## config.mk

```make
export PLATFORM = sky130hd
export DESIGN_NAME = addsub_share_ctrl
export DESIGN_NICKNAME = d
export VERILOG_FILES = /design/src/rtl/addsub_share_ctrl.sv
export SDC_FILE = /design/constraint.sdc
export NUM_CORES = 1
export LEC_CHECK = 0
export ABC_CLOCK_PERIOD_IN_PS = 2080
export BUFFER_PORTS_ARGS = -buffer_cell sky130_fd_sc_hd__buf_2
export CELL_PAD_IN_SITES_DETAIL_PLACEMENT = 1
export CELL_PAD_IN_SITES_GLOBAL_PLACEMENT = 1
export CORE_MARGIN = 4
export CORE_UTILIZATION = 38
export CTS_CLUSTER_SIZE = 10
export DETAILED_ROUTE_END_ITERATION = 7
export GPL_TIMING_DRIVEN = 0
export MAX_ROUTING_LAYER = met4
export PLACE_DENSITY_LB_ADDON = 0.1
export SYNTH_ARGS = -nofsm -noshare
export SYNTH_HDL_FRONTEND = slang
export SYNTH_SLANG_ARGS = --single-unit
export TNS_END_PERCENT = 5
```

## constraint.sdc

```tcl
create_clock -name clk -period 2.08 [get_ports clk]
set_input_delay 0.416 -clock clk [delete_from_list [all_inputs] [get_ports clk]]
set_output_delay 0.416 -clock clk [all_outputs]
set_load 0.005 [all_outputs]
```

## src/rtl/addsub_share_ctrl.sv

```systemverilog
// Shares one WIDTH-bit adder-subtractor between two valid/ready requesters.
// A round-robin arbiter picks a requester; the result is returned tagged with its id.
module addsub_share_ctrl #(
  parameter int WIDTH = 4
) (
  input  logic             clk,
  input  logic             rst_n,
  input  logic             req0_valid,
  output logic             req0_ready,
  input  logic [WIDTH-1:0] req0_a,
  input  logic [WIDTH-1:0] req0_b,
  input  logic             req0_sub,
  input  logic             req1_valid,
  output logic             req1_ready,
  input  logic [WIDTH-1:0] req1_a,
  input  logic [WIDTH-1:0] req1_b,
  input  logic             req1_sub,
  output logic             rsp_valid,
  input  logic             rsp_ready,
  output logic             rsp_id,
  output logic [WIDTH-1:0] rsp_sum,
  output logic             rsp_cout,
  output logic             rsp_ovf
);

  typedef enum logic [1:0] {IDLE, EXEC, RESP} state_t;

  state_t           state_reg, state_next;
  logic             last_grant_reg;
  logic [WIDTH-1:0] a_reg, b_reg;
  logic             sub_reg, id_reg;
  logic             rsp_valid_reg, rsp_id_reg, rsp_cout_reg, rsp_ovf_reg;
  logic [WIDTH-1:0] rsp_sum_reg;

  logic [1:0]       req_valid, req_ready;
  logic             grant_id, accept;
  logic [WIDTH-1:0] sel_a, sel_b;
  logic             sel_sub;
  logic [WIDTH-1:0] b_eff, sum_next;
  logic             cout_next, ovf_next;

  assign req_valid = {req1_valid, req0_valid};

  // On a tie the requester that did not win last time is favoured.
  always_comb begin
    grant_id = req1_valid;
    if (req0_valid && req1_valid)
      grant_id = ~last_grant_reg;
  end

  // Ready is gated by rst_n so it reads 0 for the whole time reset is held.
  generate
    for (genvar gi = 0; gi < 2; gi++) begin : g_ready
      assign req_ready[gi] = rst_n && (state_reg == IDLE) && req_valid[gi]
                             && (grant_id == 1'(gi));
    end
  endgenerate

  assign req0_ready = req_ready[0];
  assign req1_ready = req_ready[1];
  assign accept     = |req_ready;

  assign sel_a   = grant_id ? req1_a   : req0_a;
  assign sel_b   = grant_id ? req1_b   : req0_b;
  assign sel_sub = grant_id ? req1_sub : req0_sub;

  // Subtract as A + ~B + 1, so cout=1 means no borrow.
  assign b_eff = b_reg ^ {WIDTH{sub_reg}};
  assign {cout_next, sum_next} = {1'b0, a_reg} + {1'b0, b_eff} + (WIDTH + 1)'(sub_reg);
  assign ovf_next = (a_reg[WIDTH-1] == b_eff[WIDTH-1]) && (sum_next[WIDTH-1] != a_reg[WIDTH-1]);

  always_comb begin
    state_next = state_reg;
    case (state_reg)
      IDLE:    if (accept) state_next = EXEC;
      EXEC:    state_next = RESP;
      RESP:    if (rsp_ready) state_next = IDLE;
      default: state_next = IDLE;
    endcase
  end

  always_ff @(posedge clk or negedge rst_n) begin
    if (!rst_n) begin
      state_reg      <= IDLE;
      last_grant_reg <= 1'b1;
      a_reg          <= '0;
      b_reg          <= '0;
      sub_reg        <= 1'b0;
      id_reg         <= 1'b0;
      rsp_valid_reg  <= 1'b0;
      rsp_id_reg     <= 1'b0;
      rsp_sum_reg    <= '0;
      rsp_cout_reg   <= 1'b0;
      rsp_ovf_reg    <= 1'b0;
    end else begin
      state_reg <= state_next;
      if (state_reg == IDLE && accept) begin
        a_reg          <= sel_a;
        b_reg          <= sel_b;
        sub_reg        <= sel_sub;
        id_reg         <= grant_id;
        last_grant_reg <= grant_id;
      end
      if (state_reg == EXEC) begin
        rsp_sum_reg   <= sum_next;
        rsp_cout_reg  <= cout_next;
        rsp_ovf_reg   <= ovf_next;
        rsp_id_reg    <= id_reg;
        rsp_valid_reg <= 1'b1;
      end
      if (state_reg == RESP && rsp_ready)
        rsp_valid_reg <= 1'b0;
    end
  end

  assign rsp_valid = rsp_valid_reg;
  assign rsp_id    = rsp_id_reg;
  assign rsp_sum   = rsp_sum_reg;
  assign rsp_cout  = rsp_cout_reg;
  assign rsp_ovf   = rsp_ovf_reg;

endmodule

```

==> results of run 1 <==
cell type report:
| cell class | instances | area share, % |
|---|---|---|
| Multi-Input combinational cell | 71 | 40.3 |
| Sequential cell | 21 | 39.5 |
| Timing Repair Buffer | 32 | 12.2 |
| Tap cell | 31 | 2.91 |
| Buffer | 4 | 2.54 |
| Clock buffer | 4 | 1.97 |
| Inverter | 2 | 0.563 |
metrics by stage:
| stage | util, % | instance area [sq um] | instances | worst slack, ns |
|---|---|---|---|---|
| 2_1_floorplan | - | 1100 | 98 | 0.423 |
| 3_3_place_gp | 47.3 | 1300 | 161 | 0.124 |
| 3_5_place_dp | 47.3 | 1300 | 161 | 0.0991 |
| 4_1_cts | 48.2 | 1330 | 165 | 0.0949 |
| 5_1_grt | 48.3 | 1330 | 165 | 0.104 |
| 6_report | 48.3 | 1330 | 165 | 0.269 |
cells by family after synthesis:
logic type,share of synthesized area (%)
adders and majority gates,5.21
buffers and inverters,3.74
DFF,47.7
muxes,10.5
and+or+nand+nor,8.95
AOI/OAI and AO/OA,18.3
xor gates and xnor gates,5.55
cell usage after synthesis, drive strengths merged:
cell type / instances
nor2: 10
buf: 4
xor2: 5
a21boi: 1
ha: 3
o21bai: 1
and2: 1
dfrtp: 20
xnor2: 2
inv: 2
nand2: 8
o21ai: 6
fa: 1
a21oi: 13
dfstp: 1
o31ai: 1
o21a: 1
nand2b: 2
a21o: 2
nor3b: 1
mux2i: 9
mux2: 2
a31oi: 2
power by group through the flow:
stage	clock network (mW)	logic, mW	registers, mW
floorplan	0	0.759	0.716
global placement	0	0.973	0.718
detailed placement	0	0.999	0.729
CTS	0.212	1.00	0.719
global route	0.226	1.10	0.738
finish	0.195	0.972	0.714
worst max-delay path by stage:
stage / startpoint / to / cells after the start
after floorplan: sub_reg$_DFFE_PN0P_ / rsp_ovf$_DFFE_PN0P_ / 6
after global placement: rst_n / req1_ready / 4
after detailed placement: rst_n / req1_ready / 4
after CTS: rst_n / req1_ready / 4
after global routing: rst_n / req1_ready / 4
final: rst_n / req1_ready / 4
placed cells by master (no fill, tap or decap), types with 2 or more instances in the layout:
cell type	n
dfrtp_1	20
nand2_1	8
buf_2	31
clkbuf_4	4
a21oi_1	4
ha_1	3
nand2b_1	2
inv_1	2
xor2_1	5
buf_4	3
nor2_1	10
xnor2_1	2
o21ai_0	5
mux2i_1	9
a21oi_2	9
routing by layer:
metal  GRT usage [%]  share of wire, %  wire length [microns]  vias up
met2            20.0                49                   1040       20
met1            15.4                44                    923      390
met4            7.27              0.86                     18        0
met5               -                 0                      0        -
met3            2.48               5.7                    119        2
li1                -                 -                      -      409
repair_timing:
action,4_1_cts,5_1_grt
endpoints found under the setup margin,0,2
resized for setup,0,1
buffers inserted,0,0
endpoints found under the hold margin,0,0
==> summary by stage, run 1 <==
Global route
The number of antenna violations at the first check in global routing is 0. Entering global routing, the biggest net connects 23 pins. The number of global-route vias before repair is between 700 and 800. Summed over all layers, the global routing overflow is 0. The first global-routing pass estimated about 3.4 mm of wire. Global routing used 12.8% of the available tracks.

Die
The starting utilization of the core area is 40.1%. The vertical extent of the die is 61.9 microns. The placement row count is 19. The area of the core is 2760 sq um.

The die is 61.9 microns wide. The die covers 3830 sq um. The number of ports placed on the die boundary is 33.

Yosys
Ranked by total cell area, the synthesized netlist is headed by dfrtp_1, mux2i_1, a21oi_2, xor2_1, ha_1. Yosys mapped the design onto 29 distinct sky130hd cell types. The biggest area contributor in the post-synthesis netlist is dfrtp_1. Summing the sequential cell areas from Yosys gives about 48% of the chip area. The average size of a mapped cell is 11.3 sq um. Counting every instance in the synthesized netlist gives 98. The area of the mapped netlist is between 1000 and 1500 sq um. The area share of the leading cell type in the synthesized netlist is 45.3%.

The Yosys step of the flow raised 0 warnings. Synthesis inferred 21 register bits. The net count after synthesis is between 100 and 150.

Timing
The highest attainable clock frequency is around 0.55 GHz. The final cycle utilization of the critical path is 87.1%. The hold violation count in the final report came to 0. The slew at the pin closest to its max-slew limit is 0.325 ns.

The final count of pins violating max slew is 0. The shortest clock period the worst path allows after layout is 1.81 ns. The sum of negative setup slack is 0 ns. Headroom to the max-slew limit came out at 78.2%. The number of endpoints failing setup at the final stage is 0. Setup repair after global routing left no endpoint under its margin.

The clock tree skew after final layout is around 0.0017 ns. The smallest hold slack is between 0.009 and 0.01 ns.

CTS
The clock slew seen by the registers of the worst setup and hold paths is roughly 0.11 ns. The number of sinks handled by clock tree synthesis is 21. No sink is reached through more buffers than the 2 on the longest clock path. In this run the number of H-tree levels came out at 1.

The insertion delay of the later-clocked pin in the worst-skew pair is 0.30 ns. Clock tree synthesis selected as its root buffer the cell clkbuf_4. The CTS buffer count is 3. TritonCTS built the clock tree. The post-cts hold buffer count is 0.

Pwr
Combinational logic is responsible for 51.7% of the overall power. The net switching fraction of the power is 38.5%. Sequential cells burn 37.9% of the power. The switching power is 723 uW.

The cell-internal power is 1.16 mW. In this run, the clock network consumes a little over a tenth of the power. The completed layout was analyzed and its total power is 1.88 mW. VDD sags by at most 816 uV. For this design the static power due to leakage is 0.636 nW. In this run the power density over the cells is 1410 nW/um^2.

Finish
Registers take about 530 sq um. From synthesis to final layout, the design area changed by 20.6%. The number of filler cells placed in the layout is 326.

The number of antenna diodes in the final layout is 0. In the final layout, the share of cells above drive strength 1 is around two fifths. The area of the multi-input gates is 537 sq um. After the last flow step, the layout net total stands at 162.

Detailed routing
The final antenna-violating net count is 0. The number of design-rule violations left by the first detailed-router iteration is 22. The via density per instance is 4.98.

The routed design has ~2.1 mm of wire. The routed layout has 821 vias. For this run, design rule violations remaining after detail routing come to 0.

After detailed routing, the average wire length per cell comes to 12.7 microns. The detailed-router iteration count before antenna repair is 3.

Setup path
The data arrival time at the worst-slack endpoint is about 1.4 ns. The required time of the worst setup path is 1.66 ns. The end of the worst register-to-register path is rsp_ovf$_DFFE_PN0P_. The cell count of the worst reg-to-reg path is 6.

The type of element capturing the critical path is a primary output. Across all register-to-register paths, the minimum setup slack is 0.33 ns. The signal on the critical path passes through clkbuf_4 -> nor3b_2 -> and2_1 -> buf_2. The delay of the slowest cell on the worst path is 0.38 ns. The top fanout value on the critical path is 22.

The critical path is of the input pin to primary output type. The cell family contributing the most delay on the critical path is simple AND/OR/NAND/NOR gates. The number of buffers and inverters on the critical path is 2. The critical path startpoint category is an input pin. The slowest stage of the critical path belongs to the cell nor3b_2. The startpoint of the lowest-slack register-to-register path is sub_reg$_DFFE_PN0P_.

Place
In this run the tool buffered the top-level ports with 32 buffer cells. After legalization and detailed placement, the total HPWL measured 1.72 mm. The congestion estimate from routability-driven global placement came to 0.647.

Hold path
The class of the most critical hold timing path is input pin to async pin.

Job
The count of maximum capacitance violations is 0.

Run status
The run finished with clean final reports.
Power figures use the tool's default switching activity.
==> run 2, diff against run 1 <==
--- a/config.mk
+++ b/config.mk
@@ -9,6 +9,7 @@
 export BUFFER_PORTS_ARGS = -buffer_cell sky130_fd_sc_hd__buf_2
 export CELL_PAD_IN_SITES_DETAIL_PLACEMENT = 1
 export CELL_PAD_IN_SITES_GLOBAL_PLACEMENT = 1
+export CORE_ASPECT_RATIO = 0.7
 export CORE_MARGIN = 4
 export CORE_UTILIZATION = 38
 export CTS_CLUSTER_SIZE = 10
==> summary by stage, run 2 (synthesized netlist as in run 1, its figures left out) <==
Setup path
The critical path startpoint category is an input pin. The top fanout value on the critical path was 22 (unchanged). The worst setup path is captured at a primary output. The required time of the worst setup path was 1.66 ns (about the same).

The data arrival time at the worst-slack endpoint was 1.40 ns (about the same). By startpoint and endpoint, the worst setup path is classified as input pin to primary output.

Global route
The maximum number of pins on one net before global-route repair is 23 (unchanged). The first-pass GRT wire length is 3.95 mm (+16%). The number of global-route vias before repair is 849 (+9.1%). The leftover overflow at the end of global routing is 0 (unchanged). The number of antenna violations at the first check in global routing was 0 (unchanged).

The total routing resource utilization after global routing is 14.0% (+1.1 points).

CTS
The post-cts hold buffer count is 0 (unchanged). The CTS tree is done. The CTS buffer count is 3 (unchanged).

The number of resized instances in the post-cts repair step is 0 (unchanged). The buffer depth of the longest clock path is 2 (unchanged). The clock slew seen by the registers of the worst setup and hold paths is 0.08 ns (-0.03 ns). The insertion delay of the later-clocked pin in the worst-skew pair is 0.26 ns (-0.04 ns).

The number of H-tree levels is 1 (unchanged). The clock tree root driver cell is clkbuf_8. The number of sinks handled by clock tree synthesis is 21 (unchanged). The number of post-CTS setup repair buffers is 0 (unchanged).

Die
The die outline area is 3850 sq um (+0.36%). The vertical extent of the die is 53.1 microns (-14%). The x dimension of the die is 72.4 microns (+17%). The starting utilization of the core area is 39.7% (-0.36 points). The placement row count is 16 (-3). The area of the core was 2780 sq um (+0.91%).

The number of ports placed on the die boundary came to 33 (unchanged).

Finish
The number of filler cells placed in the layout is 326 (unchanged). The number of nets in the final layout is 162 (unchanged). The count of antenna diodes in the layout came to 0 (unchanged). The most frequent standard cell in the layout excluding fill and tap cells is buf_2. The area growth from synthesis to layout is 23.0%. The utilization after layout came to 48.8% (+0.51 points). In the layout the commonest cells are buf_2, dfrtp_1, nor2_1. The fraction of layout instances using a drive strength above 1 is 41.0% (+0.75 points).

Detailed routing
The routed length on met3 came to 160 microns (+34%). The via density per instance is 4.82 (-3.1%). The number of design-rule violations left by the first detailed-router iteration is 18 (-18%). The number of remaining DRC errors was 0 (unchanged). The detailed-router iteration count before antenna repair is 4 (+1). The length of routed wiring on met1 came to 1.08 mm (+17%).

The via count came to 820 (-0.12%). The highest metal layer carrying signal wires in the routed design is met4. The final antenna-violating net count is 0 (unchanged).

The detailed-routed wire length on met2 is 1.08 mm (+3.8%). The total routed wirelength is 2.33 mm (+11%). The average detailed-routed wire length per instance is 13.7 microns (+7.4%).

Timing
The number of endpoints failing setup at the final stage is 0 (unchanged). The slew at the pin closest to its max-slew limit is 0.332 ns (+0.00674 ns). The final count of pins violating max slew is 0 (unchanged). Setup repair after global routing left no endpoint under its margin. The final cycle utilization of the critical path came to 87.3% (+0.23 points). The shortest clock period the worst path allows after layout was 1.82 ns (+0.00472 ns). The clock tree skew after final layout is 0.00149 ns (-0.000240 ns). The tightest slew margin relative to the limit is 77.8% (-0.45 points).

The highest attainable clock frequency came to 0.551 GHz (-0.26%). The hold violation count in the final report is 0 (unchanged). The smallest setup slack after layout came to 0.264 ns (-0.00472 ns). The sum of negative setup slack is 0 ns (unchanged).

Pwr
The total design power came to 2.01 mW (+6.8%). The cell-internal power was 1.22 mW (+5.8%). The part of the total power dissipated in sequential elements is 35.9% (-2.0 points). The net switching fraction of the power was 39.1% (+0.61 points). The worst IR drop on VDD is 449 uV (-45%). The leakage power total was 0.646 nW (+1.7%). The clock group share of total power is 13.6% (+3.2 points).

The switching power was 785 uW (+8.5%). The relative contribution of combinational cells to total power is 50.5% (-1.2 points). The cell area power density was 1480 nW/um^2 (+4.7%).

Place
The post-placement setup slack is 0.0817 ns (-0.0174 ns). The routability-driven placement congestion ratio was 0.670 (+3.5%). The half-perimeter wire length after detailed placement came to 1.75 mm (+2.1%). The total of buffers placed on input and output ports is 32 (unchanged).

Run status
The run finished with clean final reports.

Job
The count of maximum capacitance violations was 0 (unchanged).

Hold path
The class of the most critical hold timing path is input pin to async pin.
## run 2: through the flow
stage               hold WS (ns)  cell area (sq um)  cells
global placement           0.408               1310    166
detailed placement         0.413               1310    166
global route              0.0707               1360    170
CTS                        0.122               1360    170
finish                    0.0578               1360    170
floorplan                  0.120               1100     98
## run 2: path summary, 6_finish.rpt
| kind | cells past startpoint | start | slack, ns | end |
|---|---|---|---|---|
| worst max-delay path | 4 | rst_n | 0.26 | req1_ready |
| worst min-delay path | 1 | rst_n | 0.06 | rsp_sum[0]$_DFFE_PN0P_ |
| worst max register to register | 6 | sub_reg$_DFFE_PN0P_ | 0.28 | rsp_ovf$_DFFE_PN0P_ |
| worst min register to register | 2 | rsp_sum[0]$_DFFE_PN0P_ | 0.50 | rsp_sum[0]$_DFFE_PN0P_ |
| max in group asynchronous | 1 | rst_n | 1.73 | last_grant_reg$_DFFE_PN1P_ |
| min in group clk | 2 | req0_valid | 0.34 | last_grant_reg$_DFFE_PN1P_ |
## run 2: worst max-delay path, stage by stage
cell      delay, ns
clkbuf_4       0.30
nor3b_2        0.38
and2_1         0.19
buf_2          0.11
## run 2: metal layers
| metal | vias up | track usage (%) |
|---|---|---|
| met2 | 25 | 22.5 |
| met4 | 0 | 1.84 |
| met5 | - | - |
| met3 | 2 | 5.31 |
| met1 | 385 | 17.3 |
| li1 | 408 | - |
## run 2: layout make-up
cell class,instances,area [sq um],share of cell area [%]
Clock buffer,3,41.3,3.04
Buffer,4,33.8,2.49
Sequential cell,21,527,38.8
Multi-Input combinational cell,71,537,39.5
Inverter,2,7.51,0.552
Tap cell,36,45.0,3.31
Timing Repair Buffer,32,163,12.0
Clock inverter,1,5.00,0.368
## run 2: power groups by stage
stage / registers, mW / clock network (mW) / logic, mW
after floorplan: 0.716 / 0 / 0.759
after global placement: 0.719 / 0 / 0.982
after detailed placement: 0.734 / 0 / 1.01
after CTS: 0.727 / 0.280 / 1.04
after global routing: 0.750 / 0.303 / 1.15
final: 0.721 / 0.273 / 1.01
==> run 3, diff against run 2 <==
==> constraint.sdc (replaced) <==
create_clock -name clk -period 2.08 [get_ports clk]
set_input_delay 0.104 -clock clk [delete_from_list [all_inputs] [get_ports clk]]
set_output_delay 0.104 -clock clk [all_outputs]
set_load 0.005 [all_outputs]
==> summary by stage, run 3 (synthesized netlist as in run 1, its figures left out) <==
Run status
The flow ran to the end, and the final reports show no timing, DRC or antenna violations.

Global route
The number of antenna violations at the first check in global routing is 0 (unchanged). The leftover overflow at the end of global routing was 0 (unchanged). The maximum number of pins on one net before global-route repair is 23 (unchanged). The total routing resource utilization after global routing is 14.0% (unchanged). The first-pass GRT wire length is 3.95 mm (unchanged). The number of global-route vias before repair is 849 (unchanged).

Setup path
The top fanout value on the critical path is 22 (unchanged). STA classifies the critical path startpoint as an input pin. The family with the most delay on the worst path is buffers and inverters. The data arrival time at the worst-slack endpoint came to 1.75 ns (+0.35 ns). Among the stages of the critical path, the cell type that occurs most often is buf_2. The type of the worst setup path is input pin to primary output. Walking the worst path, the cells encountered are dlygate4sd3_1 -> buf_2 -> nor3b_2 -> and2_1 -> buf_2. The type of element capturing the critical path is a primary output. The required time of the worst setup path was 1.98 ns (+0.32 ns). The delay of the slowest cell on the worst path is 0.52 ns (+0.14 ns). The sum of buffers and inverters on the critical path is 3 (+1). The largest individual stage delay along the critical path comes from the cell dlygate4sd3_1.

Pwr
The leakage power total is 0.650 nW (+0.54%). The worst IR drop on VDD is 449 uV (about the same). The cell area power density is 1470 nW/um^2 (-0.50%).

Detailed routing
The final antenna-violating net count is 0 (unchanged). The via density per instance was 4.81 (-0.34%). The number of remaining DRC errors is 0 (unchanged).

The via count was 822 (+0.24%). The total routed wirelength came to 2.34 mm (+0.34%). The number of design-rule violations left by the first detailed-router iteration was 12 (-6). The detailed-router iteration count before antenna repair came to 4 (unchanged).

The average detailed-routed wire length per instance is 13.7 microns (-0.24%).

Timing
The final cycle utilization of the critical path was 89.4% (+2.1 points). The tightest slew margin relative to the limit is 67.1% (-11 points). The smallest hold slack is 0.0283 ns (-0.0296 ns). The hold violation count in the final report is 0 (unchanged).

The sum of negative setup slack was 0 ns (unchanged). Setup repair after global routing left no endpoint under its margin. The smallest setup slack after layout was 0.221 ns (-0.0430 ns). The shortest clock period the worst path allows after layout is 1.86 ns (+0.0430 ns). The slew at the pin closest to its max-slew limit is 0.493 ns (+0.161 ns). The number of endpoints failing setup at the final stage is 0 (unchanged). The final count of pins violating max slew came to 0 (unchanged).

The highest attainable clock frequency came to 0.538 GHz (-2.3%). The clock tree skew after final layout is 0.00149 ns (unchanged).

Place
The post-placement setup slack came to 0.273 ns (+0.191 ns). The total of buffers placed on input and output ports is 32 (unchanged). The routability-driven placement congestion ratio came to 0.670 (unchanged). The half-perimeter wire length after detailed placement is 1.75 mm (unchanged). The total placed cells including tap cells is 166 (unchanged).

Die
The die outline area is 3850 sq um (unchanged). The area of the core is 2780 sq um (unchanged). The vertical extent of the die is 53.1 microns (unchanged). The x dimension of the die is 72.4 microns (unchanged).

The placement row count is 16 (unchanged). The number of ports placed on the die boundary is 33 (unchanged). The starting utilization of the core area is 39.7% (unchanged).

Finish
The number of nets in the final layout came to 163 (+0.62%). The count of antenna diodes in the layout is 0 (unchanged). The sequential cell area is 527 sq um (unchanged). The area of the multi-input gates was 537 sq um (unchanged). The library cell used most frequently in the layout, excluding fill and tap cells, is buf_2. The number of filler cells placed in the layout is 326 (unchanged). Compared with the post-synthesis result, the final layout area differs by 23.7%.

In the layout the commonest cells are buf_2, dfrtp_1, nor2_1. The fraction of layout instances using a drive strength above 1 is 40.7% (-0.30 points). The non-filler instance count after layout was 171 (+0.59%). The utilization after layout is 49.1% (+0.27 points).

Job
The count of maximum capacitance violations is 0 (unchanged).

CTS
The CTS buffer count was 3 (unchanged). The number of H-tree levels is 1 (unchanged). The number of post-CTS setup repair buffers is 0 (unchanged). The post-cts hold buffer count is 1 (+1). The number of sinks handled by clock tree synthesis is 21 (unchanged). The number of resized instances in the post-cts repair step is 0 (unchanged). TritonCTS built the clock tree. The clock tree root driver cell is clkbuf_8. The insertion delay of the later-clocked pin in the worst-skew pair came to 0.26 ns (about the same). The clock slew seen by the registers of the worst setup and hold paths is 0.08 ns (about the same). The buffer depth of the longest clock path is 2 (unchanged).

Hold path
In this run the worst hold path is classified as input pin to flop.
[run 3: power by group]
group | internal (mW) | leakage (nW) | switching [mW]
Sequential | 0.590 | 0.247 | 0.131
Combinational | 0.501 | 0.378 | 0.515
Clock | 0.134 | 0.0255 | 0.139
Total | 1.22 | 0.650 | 0.785
[run 3: final timing paths]
| path | start | end | slack, ns | cells past startpoint |
|---|---|---|---|---|
| hold / removal | req0_valid | last_grant_reg$_DFFE_PN1P_ | 0.03 | 2 |
| setup / recovery | rst_n | req1_ready | 0.22 | 5 |
| max in group asynchronous | rst_n | last_grant_reg$_DFFE_PN1P_ | 1.39 | 2 |
| min in group asynchronous | rst_n | rsp_sum[0]$_DFFE_PN0P_ | 0.33 | 2 |
| hold reg to reg | rsp_sum[0]$_DFFE_PN0P_ | rsp_sum[0]$_DFFE_PN0P_ | 0.50 | 2 |
| setup reg to reg | sub_reg$_DFFE_PN0P_ | rsp_ovf$_DFFE_PN0P_ | 0.28 | 6 |
[run 3: metrics by stage]
| step | total power, mW | instance area (sq um) |
|---|---|---|
| 4_1_cts | 2.05 | 1370 |
| 2_1_floorplan | 1.47 | 1100 |
| 5_1_grt | 2.20 | 1370 |
| 3_5_place_dp | 1.75 | 1310 |
| 3_3_place_gp | 1.70 | 1310 |
| 6_report | 2.01 | 1370 |
[run 3: cell type report]
cell class              instances  share of cell area, %
well taps                      36                   3.30
repair buffers                 33                   12.5
multi-input cells              71                   39.3
plain buffers                   4                   2.47
flip-flops and latches         21                   38.6
inverters                       2                  0.549
clock buffers                   3                   3.02
clock inverters                 1                  0.366
[run 3: routing by layer]
layer,track usage [%],vias up,part of all wire [%]
met5,-,-,0
met4,1.84,0,0.26
met3,5.12,2,6.7
met2,22.5,25,46
met1,17.4,385,47
li1,-,410,-
[run 3: worst register-to-register path: cells and delay by family, from the launching register on]
kind	cells	cell delay (ns)
AO/OA/AOI/OAI	3	0.61
adder cells (fa/ha/maj)	1	0.37
XOR/XNOR	2	0.28
flip-flops	1	0.45
